File: config.mk
export PLATFORM = sky130hd
export DESIGN_NAME = keypad_scanner_flat
export DESIGN_NICKNAME = d
export VERILOG_FILES = /design/src/rtl/keypad_scanner_if.sv /design/src/rtl/keypad_scanner.sv /design/src/flat_wrapper.sv
export SDC_FILE = /design/constraint.sdc
export NUM_CORES = 1
export LEC_CHECK = 0
export CELL_PAD_IN_SITES_DETAIL_PLACEMENT = 0
export CELL_PAD_IN_SITES_GLOBAL_PLACEMENT = 1
export CORE_ASPECT_RATIO = 1.2
export CORE_MARGIN = 2
export CORE_UTILIZATION = 25
export DETAILED_ROUTE_END_ITERATION = 7
export HOLD_SLACK_MARGIN = 0.03
export PLACE_DENSITY = 0.48
export SLEW_MARGIN = 20
export SYNTH_ARGS = -nofsm -noshare
export SYNTH_HDL_FRONTEND = slang
export SYNTH_SLANG_ARGS = --single-unit
File: constraint.sdc
create_clock -name clk -period 3.3 [get_ports clk]
set_input_delay 0.33 -clock clk [delete_from_list [all_inputs] [get_ports clk]]
set_output_delay 0.33 -clock clk [all_outputs]
set_load 0.05 [all_outputs]
File: src/rtl/keypad_scanner_if.sv
// Keypad matrix bus: column strobes out, row returns in, debounced key events out.
// Ports: row (active-low returns), col (active-low strobes), key_code/key_valid/
//        key_down/multi_key (key event outputs). master = scanner, slave = keypad/consumer.
interface keypad_scanner_if;
  logic [3:0] row;
  logic [3:0] col;
  logic [3:0] key_code;
  logic       key_valid;
  logic       key_down;
  logic       multi_key;

  modport master (
    input  row,
    output col, key_code, key_valid, key_down, multi_key
  );

  modport slave (
    output row,
    input  col, key_code, key_valid, key_down, multi_key
  );
endinterface

File: src/rtl/keypad_scanner.sv
// 4x4 key matrix scanner: strobes columns, samples synchronized rows, debounces per frame.
// Ports: clk, rst_n (async active-low); kp.master carries row in, col strobes and key
//        events (key_code, key_valid pulse, key_down level, multi_key) out.
module keypad_scanner #(
  parameter int SCAN_DIV       = 50000,
  parameter int DEBOUNCE_SCANS = 4
) (
  input  logic            clk,
  input  logic            rst_n,
  keypad_scanner_if.master kp
);

  localparam int            DW         = $clog2(SCAN_DIV);
  localparam logic [DW-1:0] DWELL_LAST = DW'(SCAN_DIV - 1);
  localparam logic [3:0]    DEB        = 4'(DEBOUNCE_SCANS);

  typedef enum logic [1:0] {IDLE, CONFIRM, PRESSED, RELEASE} state_t;

  logic [3:0]    row_meta, row_sync;
  logic [DW-1:0] dwell;
  logic [1:0]    col_idx;
  logic [1:0]    acc_n;     // contacts so far this frame, saturating at 2
  logic [3:0]    acc_code;  // code of the first contact this frame
  state_t        state;
  logic [3:0]    cnt;
  logic [3:0]    cand;

  // Combinational view of the frame including the column being sampled now.
  logic       sample, frame_end;
  logic [3:0] hits;
  logic [2:0] col_n, tot;
  logic [1:0] n_next, first_row;
  logic [3:0] code_next;
  logic [3:0] cnt_inc;
  logic       res_none, res_single;

  always_comb begin
    sample    = (dwell == DWELL_LAST);
    frame_end = sample && (col_idx == 2'd3);
    hits      = ~row_sync;
    col_n     = {2'b00, hits[0]} + {2'b00, hits[1]} + {2'b00, hits[2]} + {2'b00, hits[3]};
    tot       = {1'b0, acc_n} + col_n;
    n_next    = (tot >= 3'd2) ? 2'd2 : tot[1:0];
    if (hits[0])      first_row = 2'd0;
    else if (hits[1]) first_row = 2'd1;
    else if (hits[2]) first_row = 2'd2;
    else              first_row = 2'd3;
    // Earlier columns win; within this column the lowest row wins.
    code_next  = (acc_n == 2'd0 && hits != 4'b0000) ? {first_row, col_idx} : acc_code;
    cnt_inc    = cnt + 4'd1;
    res_none   = (n_next == 2'd0);
    res_single = (n_next == 2'd1);
  end

  // Synchronizer, dwell counter, column rotation and frame accumulator.
  always_ff @(posedge clk or negedge rst_n) begin
    if (!rst_n) begin
      row_meta <= 4'b1111;
      row_sync <= 4'b1111;
      dwell    <= '0;
      col_idx  <= 2'd0;
      kp.col   <= 4'b1110;
      acc_n    <= 2'd0;
      acc_code <= 4'd0;
    end else begin
      row_meta <= kp.row;
      row_sync <= row_meta;
      if (sample) begin
        dwell   <= '0;
        col_idx <= col_idx + 2'd1;
        kp.col  <= {kp.col[2:0], kp.col[3]};
        if (frame_end) begin
          acc_n    <= 2'd0;
          acc_code <= 4'd0;
        end else begin
          acc_n    <= n_next;
          acc_code <= code_next;
        end
      end else begin
        dwell <= dwell + DW'(1);
      end
    end
  end

  // Debounce FSM, advanced once per frame; outputs registered here.
  always_ff @(posedge clk or negedge rst_n) begin
    if (!rst_n) begin
      state        <= IDLE;
      cnt          <= 4'd0;
      cand         <= 4'd0;
      kp.key_code  <= 4'd0;
      kp.key_valid <= 1'b0;
      kp.key_down  <= 1'b0;
      kp.multi_key <= 1'b0;
    end else begin
      kp.key_valid <= 1'b0;
      if (frame_end) begin
        kp.multi_key <= (n_next == 2'd2);
        case (state)
          IDLE: begin
            if (res_single) begin
              cand <= code_next;
              cnt  <= 4'd1;
              if (DEB == 4'd1) begin
                state        <= PRESSED;
                kp.key_code  <= code_next;
                kp.key_valid <= 1'b1;
                kp.key_down  <= 1'b1;
              end else begin
                state <= CONFIRM;
              end
            end
          end
          CONFIRM: begin
            if (res_single && code_next == cand) begin
              cnt <= cnt_inc;
              if (cnt_inc == DEB) begin
                state        <= PRESSED;
                kp.key_code  <= cand;
                kp.key_valid <= 1'b1;
                kp.key_down  <= 1'b1;
              end
            end else if (res_single) begin
              cand <= code_next;
              cnt  <= 4'd1;
            end else begin
              state <= IDLE;
            end
          end
          PRESSED: begin
            // Any contact holds the current key; no rollover.
            if (res_none) begin
              cnt <= 4'd1;
              if (DEB == 4'd1) begin
                state       <= IDLE;
                kp.key_down <= 1'b0;
              end else begin
                state <= RELEASE;
              end
            end
          end
          RELEASE: begin
            if (res_none) begin
              cnt <= cnt_inc;
              if (cnt_inc == DEB) begin
                state       <= IDLE;
                kp.key_down <= 1'b0;
              end
            end else begin
              state <= PRESSED;
            end
          end
          default: state <= IDLE;
        endcase
      end
    end
  end

endmodule
File: src/flat_wrapper.sv
// flat-port wrapper written by rule: the top's interface ports become plain ports
module keypad_scanner_flat 
#(
  parameter int SCAN_DIV       = 50000,
  parameter int DEBOUNCE_SCANS = 4
)
  (clk, rst_n, kp_row, kp_col, kp_key_code, kp_key_valid, kp_key_down, kp_multi_key);
  keypad_scanner_if kp_i ();
  input  logic clk;
  input  logic rst_n;
  input wire logic [$bits(kp_i.row)-1:0] kp_row;
  output wire logic [$bits(kp_i.col)-1:0] kp_col;
  output wire logic [$bits(kp_i.key_code)-1:0] kp_key_code;
  output wire logic [$bits(kp_i.key_valid)-1:0] kp_key_valid;
  output wire logic [$bits(kp_i.key_down)-1:0] kp_key_down;
  output wire logic [$bits(kp_i.multi_key)-1:0] kp_multi_key;
  assign kp_i.row = kp_row;
  assign kp_col = kp_i.col;
  assign kp_key_code = kp_i.key_code;
  assign kp_key_valid = kp_i.key_valid;
  assign kp_key_down = kp_i.key_down;
  assign kp_multi_key = kp_i.multi_key;
  keypad_scanner #(.SCAN_DIV(SCAN_DIV), .DEBOUNCE_SCANS(DEBOUNCE_SCANS)) u_core (.clk(clk), .rst_n(rst_n), .kp(kp_i));
endmodule
==> impl_metrics.json <==
{
  "outcome": "completed",
  "finish.utilization": 0.307,
  "worstPathArrival_ps": 3380,
  "finalPower_uw": 1290,
  "final_nets": 301,
  "powerDensity_nw_per_um2": 402,
  "p_leak_uw": 0.00140,
  "post_drt_wl_per_cell_um": 14.4,
  "setup_ws_ps": 94.7,
  "period_needed_ps": 3210,
  "cts-htree-levels": 2,
  "slew_violations": 0,
  "port_buffers": 16,
  "initial_core_util": 0.255,
  "critPathBufInv": 2,
  "first_iter_violations": 91,
  "critPathCaptureType": "register",
  "grt_pass1_wl_mm": 10.1,
  "timing.rr.end": "u_core.cand[2]",
  "wirelength_mm": 5.99,
  "drive_gt1_frac": 0.168,
  "cts_hold_buf": 0,
  "die_h_um": 117,
  "rsz0062_at_grt": "false",
  "ant_nets": 0,
  "slowest_stage": "dfstp_2",
  "ir_worst_vdd_mv": 0.196,
  "worst-slew-pin-transition_ps": 733,
  "reg2regPathDepth": 11,
  "maxCapViolCount": 0,
  "postSynth.asyncResetShare": 1.00,
  "core_um2": 10500,
  "drtPass1Iterations": 4,
  "fin_skew_ps": 7.97,
  "holdWs_ps": 95.9,
  "slew_headroom": 0.511,
  "critical-path-max-stage-delay_ps": 540,
  "ys_dominant_reg_cell": "dfrtp_1",
  "synth_top_area_cell": "dfrtp_1",
  "grt.overflow.total": 0,
  "gp_congestion": 0.724,
  "postSynthAreaPerCell_um2": 10.4,
  "synth_area_leaders": "dfrtp_1 (39%), dfstp_2 (11%), nand2_1 (5.5%)",
  "cts_tree": "done",
  "min_path_type": "input pin to asynchronous set/reset pin",
  "clock_path_buffers": 2,
  "track_usage": 0.113,
  "syn_area_um2": 2670,
  "drc": 0,
  "fillers": 1130,
  "avgViaCountPerCell": 4.58,
  "clock_sinks": 53,
  "r2r-start": "u_core.row_sync[1]",
  "critPathRequiredTime_ps": 3480,
  "path_common_cell": "inv_1",
  "dp_slack_ps": 18.8,
  "dp_hpwl_mm": 4.27,
  "die-area_um2": 11500,
  "min_period_over_period": 0.971,
  "syn_nets": 273,
  "setup_viol": 0,
  "ys_warn_count": 0,
  "cts-buffers-inserted": 5,
  "timing.setup.tns_ps": 0,
  "grt_pass1_vias": 1892,
  "die_w_um": 98.3,
  "ys_seq_area_frac": 0.503,
  "regToRegSetupSlack_ps": 90,
  "area_delta_synth_final_pct": 20.6,
  "dr_total_vias": 1901,
  "cts_root_buffer": "clkbuf_16",
  "crit_type": "register to register",
  "synth_cell_type_count": 52,
  "critPathTopFamily": "adder cells",
  "fmax_mhz": 312,
  "clk_pin_slew_worst_paths_ps": 70,
  "hold_viol_final": 0,
  "n_antenna_cell": 0,
  "synth_edf_count": 0,
  "path_max_fanout": 4,
  "crit_chain": "inv_1, ha_4, fa_1, ha_2, inv_1, fa_2, and2_4, nand2_4, or3_4, a31o_1, mux2_4",
  "syn_inst": 257,
  "yosys.area.top_type_share": 0.394,
  "start_kind": "register",
  "grt_max_degree": 32,
  "ys_ff_latch": 53,
  "rows": 41,
  "clk_latency_ps": 300,
  "antenna_found_initial": 0,
  "num_io_pins": 17
}
[worst max-delay path by stage]
stage	end	cells past startpoint	startpoint	slack (ps)
after global routing	u_core.cand[2]	11	u_core.row_sync[1]	20
final	u_core.cand[2]	11	u_core.row_sync[1]	90
after CTS	u_core.cand[2]	11	u_core.row_sync[1]	20
after floorplan	u_core.cand[2]	12	u_core.row_sync[0]	30
after detailed placement	u_core.cand[2]	11	u_core.row_sync[1]	20
after global placement	u_core.cand[2]	11	u_core.row_sync[1]	70
[cell type report]
| class | count | area (um2) | area share |
|---|---|---|---|
| Sequential cell | 53 | 1340 | 0.417 |
| Tap cell | 129 | 161 | 0.0502 |
| Clock buffer | 5 | 125 | 0.0389 |
| Inverter | 10 | 37.5 | 0.0117 |
| Clock inverter | 3 | 17.5 | 0.00545 |
| Timing Repair Buffer | 27 | 238 | 0.0740 |
| Multi-Input combinational cell | 188 | 1290 | 0.403 |
[routing by layer]
metal  up-vias  global-route usage  wire length [um]
met5         -                   0                 0
met1       922               0.155              2980
met4         0              0.0466               109
met3         5              0.0255               154
li1        960                   -                 -
met2        14               0.174              2740
[registers in the layout, indices dropped and copies added (netlist names), 4 cells and up]
name	cells
u_core.acc_code	4
u_core.cand	4
u_core.cnt	4
u_core.dwell	16
u_core.kp.col	4
u_core.kp.key_code	4
u_core.row_meta	4
u_core.row_sync	4
[Yosys cell counts (4+ instances only)]
| library cell | number |
|---|---|
| nand3_1 | 12 |
| and3_1 | 4 |
| nor2b_1 | 4 |
| nand2_1 | 39 |
| dfstp_2 | 11 |
| nor2_1 | 16 |
| ha_1 | 8 |
| nand4_1 | 4 |
| clkbuf_1 | 5 |
| xor2_1 | 11 |
| o31ai_1 | 5 |
| inv_1 | 10 |
| dfrtp_1 | 42 |
| xnor2_1 | 6 |
| o21ai_0 | 14 |
| nor3_1 | 6 |
[cell usage in the layout (no fill, tap or decap), types with 3 or more instances in the layout]
cell	Yosys	final
a22oi_1	3	3
a31oi_1	3	3
and3_1	4	4
buf_4	0	11
clkbuf_16	0	5
clkdlybuf4s50_1	0	15
dfrtp_1	42	42
dfstp_2	11	11
ha_1	8	6
inv_1	10	9
nand2_1	39	38
nand2b_1	3	3
nand3_1	12	12
nand4_1	4	4
nor2_1	16	16
nor2b_1	4	4
nor3_1	6	6
o21ai_0	14	14
o31ai_1	5	5
or3_1	3	3
or4_1	3	3
xnor2_1	6	6
xor2_1	11	10
[metrics by stage]
| stage | std cells | area [um2] |
|---|---|---|
| final | 415 | 3210 |
| after global routing | 415 | 3210 |
| after CTS | 413 | 3180 |
| after detailed placement | 405 | 3030 |
| after global placement | 405 | 3030 |
| after floorplan | 257 | 2680 |
[what timing repair did]
item,4_1_cts,5_1_grt
endpoints found under the setup margin,0,10
setup buffers,0,2
resized for setup,0,6
[report_power, final]
part,internal (uW),leakage (uW),switching (uW)
logic,49.5,0.000636,60.6
clock network,279,0.0000712,242
registers,658,0.000688,2.49
[cells by family after synthesis]
group | count (synthesis) | share of synthesized area
AND/OR/NAND/NOR | 111 | 0.226
flip-flops | 53 | 0.503
AO/OA/AOI/OAI | 43 | 0.106
XOR/XNOR | 17 | 0.0559
buffers and inverters | 16 | 0.0254
adder cells (fa/ha/maj) | 10 | 0.0526
multiplexers | 7 | 0.0315
No activity file was read; power rests on OpenSTA's default activity.
